--- src/rtl/prio_enc_seq.sv ---
// prio_enc_seq: sequential priority encoder. Captures an N-bit request vector
// and hands out the index of every set bit, highest first, one per
// out_valid/out_ready handshake.
// Optional build macro PRIO_ENC_SEG_EN adds a registered active-low
// seven-segment view (seg_out) of the index being presented.
module prio_enc_seq #(
  parameter int  N     = 8,
  localparam int IDX_W = $clog2(N)
) (
  input  logic             clk,
  input  logic             rst_n,
  input  logic             en,
  input  logic             load,
  input  logic [N-1:0]     data_in,
  output logic             out_valid,
  input  logic             out_ready,
  output logic [IDX_W-1:0] idx_out,
  output logic             any_out,
  output logic             busy,
  output logic [IDX_W:0]   remain
`ifdef PRIO_ENC_SEG_EN
  ,
  output logic [7:0]       seg_out
`endif
);

  typedef enum logic {IDLE, SCAN} state_t;

  state_t           state_q, state_d;
  logic [N-1:0]     pend_q, pend_d, pend_clr;
  logic [IDX_W-1:0] idx_q, idx_d;
  logic [IDX_W:0]   rem_q, rem_d;
  logic             vld_q, vld_d;
  logic             any_q, any_d;

  // Highest set bit: later (higher) hits overwrite earlier ones, so the loop
  // scales to any N without a hand-written ladder.
  function automatic logic [IDX_W-1:0] hsb(input logic [N-1:0] v);
    logic [IDX_W-1:0] r;
    r = '0;
    for (int i = 0; i < N; i++)
      if (v[i]) r = IDX_W'(i);
    return r;
  endfunction

  function automatic logic [IDX_W:0] popcnt(input logic [N-1:0] v);
    logic [IDX_W:0] c;
    c = '0;
    for (int i = 0; i < N; i++)
      c = c + {{IDX_W{1'b0}}, v[i]};
    return c;
  endfunction

  // Next-state: flush on !en, capture in IDLE, retire one bit per handshake in SCAN
  always_comb begin
    state_d  = state_q;
    pend_d   = pend_q;
    idx_d    = idx_q;
    rem_d    = rem_q;
    vld_d    = vld_q;
    any_d    = any_q;
    pend_clr = pend_q;
    pend_clr[idx_q] = 1'b0;
    if (!en) begin
      state_d = IDLE;
      pend_d  = '0;
      idx_d   = '0;
      rem_d   = '0;
      vld_d   = 1'b0;
      any_d   = 1'b0;
    end else begin
      case (state_q)
        IDLE: begin
          if (load) begin
            if (|data_in) begin
              pend_d  = data_in;
              any_d   = 1'b1;
              idx_d   = hsb(data_in);
              rem_d   = popcnt(data_in);
              vld_d   = 1'b1;
              state_d = SCAN;
            end else begin
              // Empty vector: report "nothing" without entering SCAN
              any_d = 1'b0;
              idx_d = '1;
              rem_d = '0;
            end
          end
        end
        SCAN: begin
          if (vld_q && out_ready) begin
            pend_d = pend_clr;
            rem_d  = rem_q - {{IDX_W{1'b0}}, 1'b1};
            if (|pend_clr) begin
              idx_d = hsb(pend_clr);
            end else begin
              // Drained: idx_out keeps the last index handed out
              vld_d   = 1'b0;
              state_d = IDLE;
            end
          end
        end
        default: state_d = IDLE;
      endcase
    end
  end

  // State and output registers
  always_ff @(posedge clk or negedge rst_n) begin
    if (!rst_n) begin
      state_q <= IDLE;
      pend_q  <= '0;
      idx_q   <= '0;
      rem_q   <= '0;
      vld_q   <= 1'b0;
      any_q   <= 1'b0;
    end else begin
      state_q <= state_d;
      pend_q  <= pend_d;
      idx_q   <= idx_d;
      rem_q   <= rem_d;
      vld_q   <= vld_d;
      any_q   <= any_d;
    end
  end

  assign out_valid = vld_q;
  assign idx_out   = idx_q;
  assign any_out   = any_q;
  assign busy      = (state_q == SCAN);
  assign remain    = rem_q;

`ifdef PRIO_ENC_SEG_EN
  logic [7:0] seg_q, seg_d;
  logic [3:0] nib;

  // Segment pattern {g,f,e,d,c,b,a}, active-high, for hex digits 0..F
  function automatic logic [6:0] hex7(input logic [3:0] d);
    logic [6:0] s;
    case (d)
      4'h0: s = 7'h3F; 4'h1: s = 7'h06; 4'h2: s = 7'h5B; 4'h3: s = 7'h4F;
      4'h4: s = 7'h66; 4'h5: s = 7'h6D; 4'h6: s = 7'h7D; 4'h7: s = 7'h07;
      4'h8: s = 7'h7F; 4'h9: s = 7'h6F; 4'hA: s = 7'h77; 4'hB: s = 7'h7C;
      4'hC: s = 7'h39; 4'hD: s = 7'h5E; 4'hE: s = 7'h79; default: s = 7'h71;
    endcase
    return s;
  endfunction

  // Decode from next-state so the display changes on the same edge as idx_out
  always_comb begin
    nib   = 4'(idx_d);
    seg_d = vld_d ? {1'b1, ~hex7(nib)} : 8'hFF;
  end

  // Display register, blank out of reset
  always_ff @(posedge clk or negedge rst_n) begin
    if (!rst_n) seg_q <= 8'hFF;
    else        seg_q <= seg_d;
  end

  assign seg_out = seg_q;
`endif

endmodule

--- config.mk ---
export PLATFORM = sky130hd
export DESIGN_NAME = prio_enc_seq
export DESIGN_NICKNAME = d
export VERILOG_FILES = /design/src/rtl/prio_enc_seq.sv
export SDC_FILE = /design/constraint.sdc
export NUM_CORES = 1
export LEC_CHECK = 0
export CORE_MARGIN = 2
export CORE_UTILIZATION = 58
export CTS_BUF_LIST = sky130_fd_sc_hd__clkbuf_4 sky130_fd_sc_hd__clkbuf_8
export DETAILED_ROUTE_END_ITERATION = 8
export GPL_TIMING_DRIVEN = 1
export PLACE_DENSITY = 0.88
export SLEW_MARGIN = 5
export SYNTH_ARGS = -nofsm -noshare
export SYNTH_HDL_FRONTEND = slang
export SYNTH_SLANG_ARGS = --single-unit
--- constraint.sdc ---
create_clock -name clk -period 4.2 [get_ports clk]
set_clock_uncertainty 0.05 [all_clocks]
set_input_delay 0.84 -clock clk [delete_from_list [all_inputs] [get_ports clk]]
set_output_delay 0.84 -clock clk [all_outputs]
set_load 0.1 [all_outputs]
== After elaboration in Yosys (flattened, before gate mapping) ==
Index checks and enable logic that the tools add are counted.

* Bits of input ports: 13
* Register bits: 18
* Output and inout bits: 10

* Eq/ne operators: 7
* Magnitude comparators: 2
* Bitwise logic cells: 3
* Mux-type cells: 47
* Add/sub/neg operators: 8
* Reductions and logical operators: 9

{| class="wikitable"
|+ Operators by type and width
! kind !! number
|-
| two-way mux 3 bit || 17
|-
| two-way mux 8 bit || 4
|-
| adder 4 x 1 -> 4 bit || 4
|-
| two-way mux 1 bit || 16
|-
| two-way mux 4 bit || 4
|-
| case mux 8 bit (2 select lines) || 1
|-
| OR reduction 8 bit || 2
|-
| inequality test 3 bit (second input constant) || 3
|-
| AND 8 bit || 1
|-
| inverter 8 bit || 1
|-
| case mux 4 bit (2 select lines) || 1
|-
| inequality test 3 x 2 -> 1 bit (second input constant) || 2
|-
| case mux 3 bit (2 select lines) || 1
|-
| AND reduction 3 bit || 2
|-
| adder 3 x 1 -> 4 bit || 1
|-
| < comparator 3 x 4 -> 1 bit (second input constant) || 1
|-
| case mux 1 bit (2 select lines) || 2
|-
| AND reduction 2 bit || 2
|-
| AND reduction 4 bit || 1
|-
| subtractor 4 x 1 -> 4 bit (second input constant) || 1
|-
| adder 2 x 1 -> 3 bit || 1
|-
| demux 1 bit (select 3 bit) || 1
|-
| >= comparator 3 x 1 -> 1 bit (second input constant) || 1
|-
| adder 1 x 1 -> 2 bit || 1
|-
| other kinds (4) || 5
|}

== Logic depth before layout (Yosys ltp) ==
* Depth in word-level cells: 17
* Gate-level depth with buffers: 12
* Gate-level depth less buffers: 12

== Worst setup path after synthesis ==
OpenSTA, ideal clock, no wires.

* Path kind: input to register
* Start point: input data_in[0]
* End point: register rem_q[2] (netlist: remain[2])
* Data arrival time: 3372 ps
* Slack: 702 ps
* Cell stages on the path: 12
* Path buffers: 0
* Setup time: 75 ps
* Required time: 4075 ps
* Path through: fa_1 -> inv_1 -> fa_1 -> fa_1 -> inv_1 -> ha_1 -> inv_1 -> fa_1 -> xor2_1 -> o22ai_1 -> a22oi_1 -> nor2_1

* Longest elaborated chain between the ends: 11

{| class="wikitable"
|+ Ends and longest elaborated chain
! what !! line !! RTL
|-
| start: declaration || 14 || <nowiki>input logic [N-1:0] data_in,</nowiki>
|-
| adder 1 x 1 -> 2 bit || 50 || <nowiki>c = c + {{IDX_W{1'b0}}, v[i]};</nowiki>
|-
| adder 2 x 1 -> 3 bit || 50 ||
|-
| adder 3 x 1 -> 4 bit || 50 ||
|-
| adder 4 x 1 -> 4 bit (4 in series) || 50 ||
|-
| two-way mux 4 bit (*) || 75 || <nowiki>if (|data_in) begin</nowiki>
|-
| two-way mux 4 bit (*) || 74 || <nowiki>if (load) begin</nowiki>
|-
| case mux 4 bit (2 select lines) (*) || 72 || <nowiki>case (state_q)</nowiki>
|-
| two-way mux 4 bit (*) || 64 || <nowiki>if (!en) begin</nowiki>
|-
| end signal: assignment || 121 || <nowiki>rem_q <= rem_d;</nowiki>
|-
| end: declaration || 32 || <nowiki>logic [IDX_W:0] rem_q, rem_d;</nowiki>
|}

Every way passes the cells marked *; elsewhere a longest branch is shown, timed or not. The select of a mux whose other input is x is not followed.
A chain may end at the register's enable or synchronous reset.

== Worst setup path after layout ==
Ends and elaborated chain as after synthesis.

==> out/qor.yml <==
synth_top_area_cell: "dfrtp_1"
synthTopCellsByCount: "inv_1, dfrtp_1, o21ai_0"
port_buffers: 22
drive_above_1_share_pct: 8.79
syn_area_per_cell_sq_um: 8.72
cts_tree: "done"
relSlewSlack_pct: 34.7
async_flop_share_pct: 100
io_pins: 23
cp_num_buf_inv: 4
cts_hold_buffers: 0
synth-edff-count: 0
max_stage_delay_ns: 0.56
synthTopCellsByArea: "dfrtp_1, fa_1, o21ai_0"
grt_overflow: 0
cts.path.max_buffers: 2
core_sq_um: 2250
drt_iter0_markers: 50
timing.final.crit_share_pct: 89.5
leakagePower_nw: 0.721
n_antenna_cell: 0
die_w_microns: 53.5
p_switching_w: 0.000319
start_util_pct: 63.0
worst_setup_path_start_kind: "input pin"
grt_pass1_vias: 1261
r2r_setup_slack_ns: 1.74
finalHoldViolCount: 0
power_density_nw_per_um2: 407
cts_setup_buffers: 0
place.gp.congestion: 0.900
cts_sinks: 18
reg2reg_to: "pend_q[0]$_DFFE_PN0P_"
hold_class: "reg -> reg"
syn-num-nets: 185
instances_no_fill: 210
grt_max_degree: 23
switching_share_pct: 46.6
hold_end: "pend_q[4]$_DFFE_PN0P_"
p_total_w: 0.000684
r2r_start: "busy$_DFF_PN0_"
syn2layout_area_growth_pct: 18.0
synth_seq_cells: 18
synthCells: 163
cts_buffers: 3
worst_pin_slew_ns: 0.976
r2r_cells: 6
maxCapViolCount: 0
die_h_microns: 53.5
synth_top_area_share_pct: 31.7
intPower_w: 0.000365
status: "complete, no violations"
p_seq_share_pct: 35.2
grt_setup_unrepaired: "false"
cpLargestDelayFamily: "adder cells"
post_drt_wl_per_cell_microns: 16.5
ant_nets: 0
syn_area_sq_um: 1420
wl_microns: 3460
final.fill_count: 178
arrival_ns: 3.89
max_freq_mhz: 266
dr_total_vias: 1334
slowest_stage: "fa_1"
dieArea_sq_um: 2860
yosys.cell_count.top_type: "inv_1"
post_cts_resized: 0
antenna_found_initial: 0
path_cells: "clkdlybuf4s50_1 > fa_1 > inv_1 > fa_1 > fa_1 > inv_1 > ha_1 > inv_1 > fa_1 > xor2_1 > o22ai_1 > a22oi_1 > nor2_1"
power_frac_comb_pct: 49.0
end_kind: "register"
fin_util_pct: 74.4
ys.flop_type: "dfrtp_1"
cp_max_fo: 3
crit_type: "in -> reg"
yosysWarnings: 0
cts_max_level: 1
grt_use_total_pct: 27.6
synth.distinct_cells: 50
drv_slew: 0
power_frac_clock_pct: 15.8
worstHoldStart: "pend_q[4]$_DFFE_PN0P_"
place_hpwl_microns: 2560
root_buffer: "clkbuf_4"
ff_latch_area_sq_um: 450
path_common_cell: "fa_1"
path_clk_slew_ns: 0.10
via_per_inst: 6.35
setup_viol: 0
post-route-drc-count: 0
dp_cells: 206
nets: 205
grt_pass1_wl_microns: 5740
min_path_cells: 1
multi_input_area_sq_um: 857
max-vdd-ir-drop_v: 0.000403
worstSkewPairLatency_ns: 0.29
num_rows: 17
period_needed_ns: 3.76
yosysSeqAreaShare_pct: 31.7
tns_ns: 0
required_ns: 4.33
first_pass_iters: 4
==> power groups by stage <==
stage	Clock [W]	Combinational (W)	Sequential, W
2_1_floorplan	0	0.000165	0.000325
3_3_place_gp	0	0.000326	0.000241
3_5_place_dp	0	0.000332	0.000243
4_1_cts	0.000110	0.000334	0.000239
5_1_grt	0.000121	0.000361	0.000246
6_report	0.000108	0.000335	0.000241
==> area by class of cell <==
class | instances | share of cell area (%)
clock buffers | 4 | 2.16
inverters | 19 | 4.25
multi-input cells | 118 | 51.1
flip-flops and latches | 18 | 26.8
well taps | 28 | 2.09
repair buffers | 23 | 13.6
==> metal layers <==
metal	share of wire [%]	wire length [microns]	track usage (%)
met4	1.5	51	10.7
met2	48	1650	42.0
met1	42	1470	39.2
met3	8.4	291	4.24
met5	0	0	0
==> worst max path at each step <==
stage	from	endpoint	slack (ns)	depth (start not counted)
floorplan	data_in[0]	remain[2]$_DFFE_PN0P_	0.70	12
global placement	data_in[0]	remain[2]$_DFFE_PN0P_	0.19	13
CTS	data_in[0]	remain[2]$_DFFE_PN0P_	0.43	13
detailed placement	data_in[0]	remain[2]$_DFFE_PN0P_	0.12	13
finish	data_in[0]	remain[2]$_DFFE_PN0P_	0.44	13
global route	data_in[0]	remain[2]$_DFFE_PN0P_	0.26	13
==> flip-flops by register name, summed over array words and instances, names as in the netlist <==
signal,cells
pend_q,8
remain,4
idx_out,3
any_out,1
busy,1
out_valid,1
==> kinds of logic (layout without fill, tap and decap cells) <==
family	after synthesis	count (layout)	share of synthesized area, %
adder cells (fa/ha/maj)	9	9	10.0
XOR/XNOR	1	1	0.616
AO/OA/AOI/OAI	58	58	28.4
AND/OR/NAND/NOR	46	46	18.1
flip-flops	18	18	31.7
multiplexers	4	4	3.08
buffers and inverters	27	46	8.01
==> stage by stage <==
stage / hold WS, ns / cell area (sq um) / worst slack (ns)
global route: 0.542 / 1680 / 0.264
floorplan: 0.432 / 1420 / 0.702
global placement: 0.482 / 1640 / 0.185
detailed placement: 0.481 / 1640 / 0.117
CTS: 0.513 / 1680 / 0.427
finish: 0.516 / 1680 / 0.443
==> layout by cell type (no fill, tap or decap), types with 2 or more instances in the layout <==
master / n
a211oi_1: 2
a21oi_1: 5
a22o_1: 8
a31o_2: 2
a31oi_1: 4
clkbuf_4: 3
clkdlybuf4s50_1: 22
dfrtp_1: 18
fa_1: 4
ha_1: 5
inv_1: 19
mux2_2: 3
nand2_1: 11
nand2b_1: 2
nand3_1: 3
nor2_1: 9
nor2b_1: 4
nor3_1: 5
o21ai_0: 16
o22ai_1: 3
o311ai_0: 2
o31ai_1: 4
(Power assumes the default switching activity.)
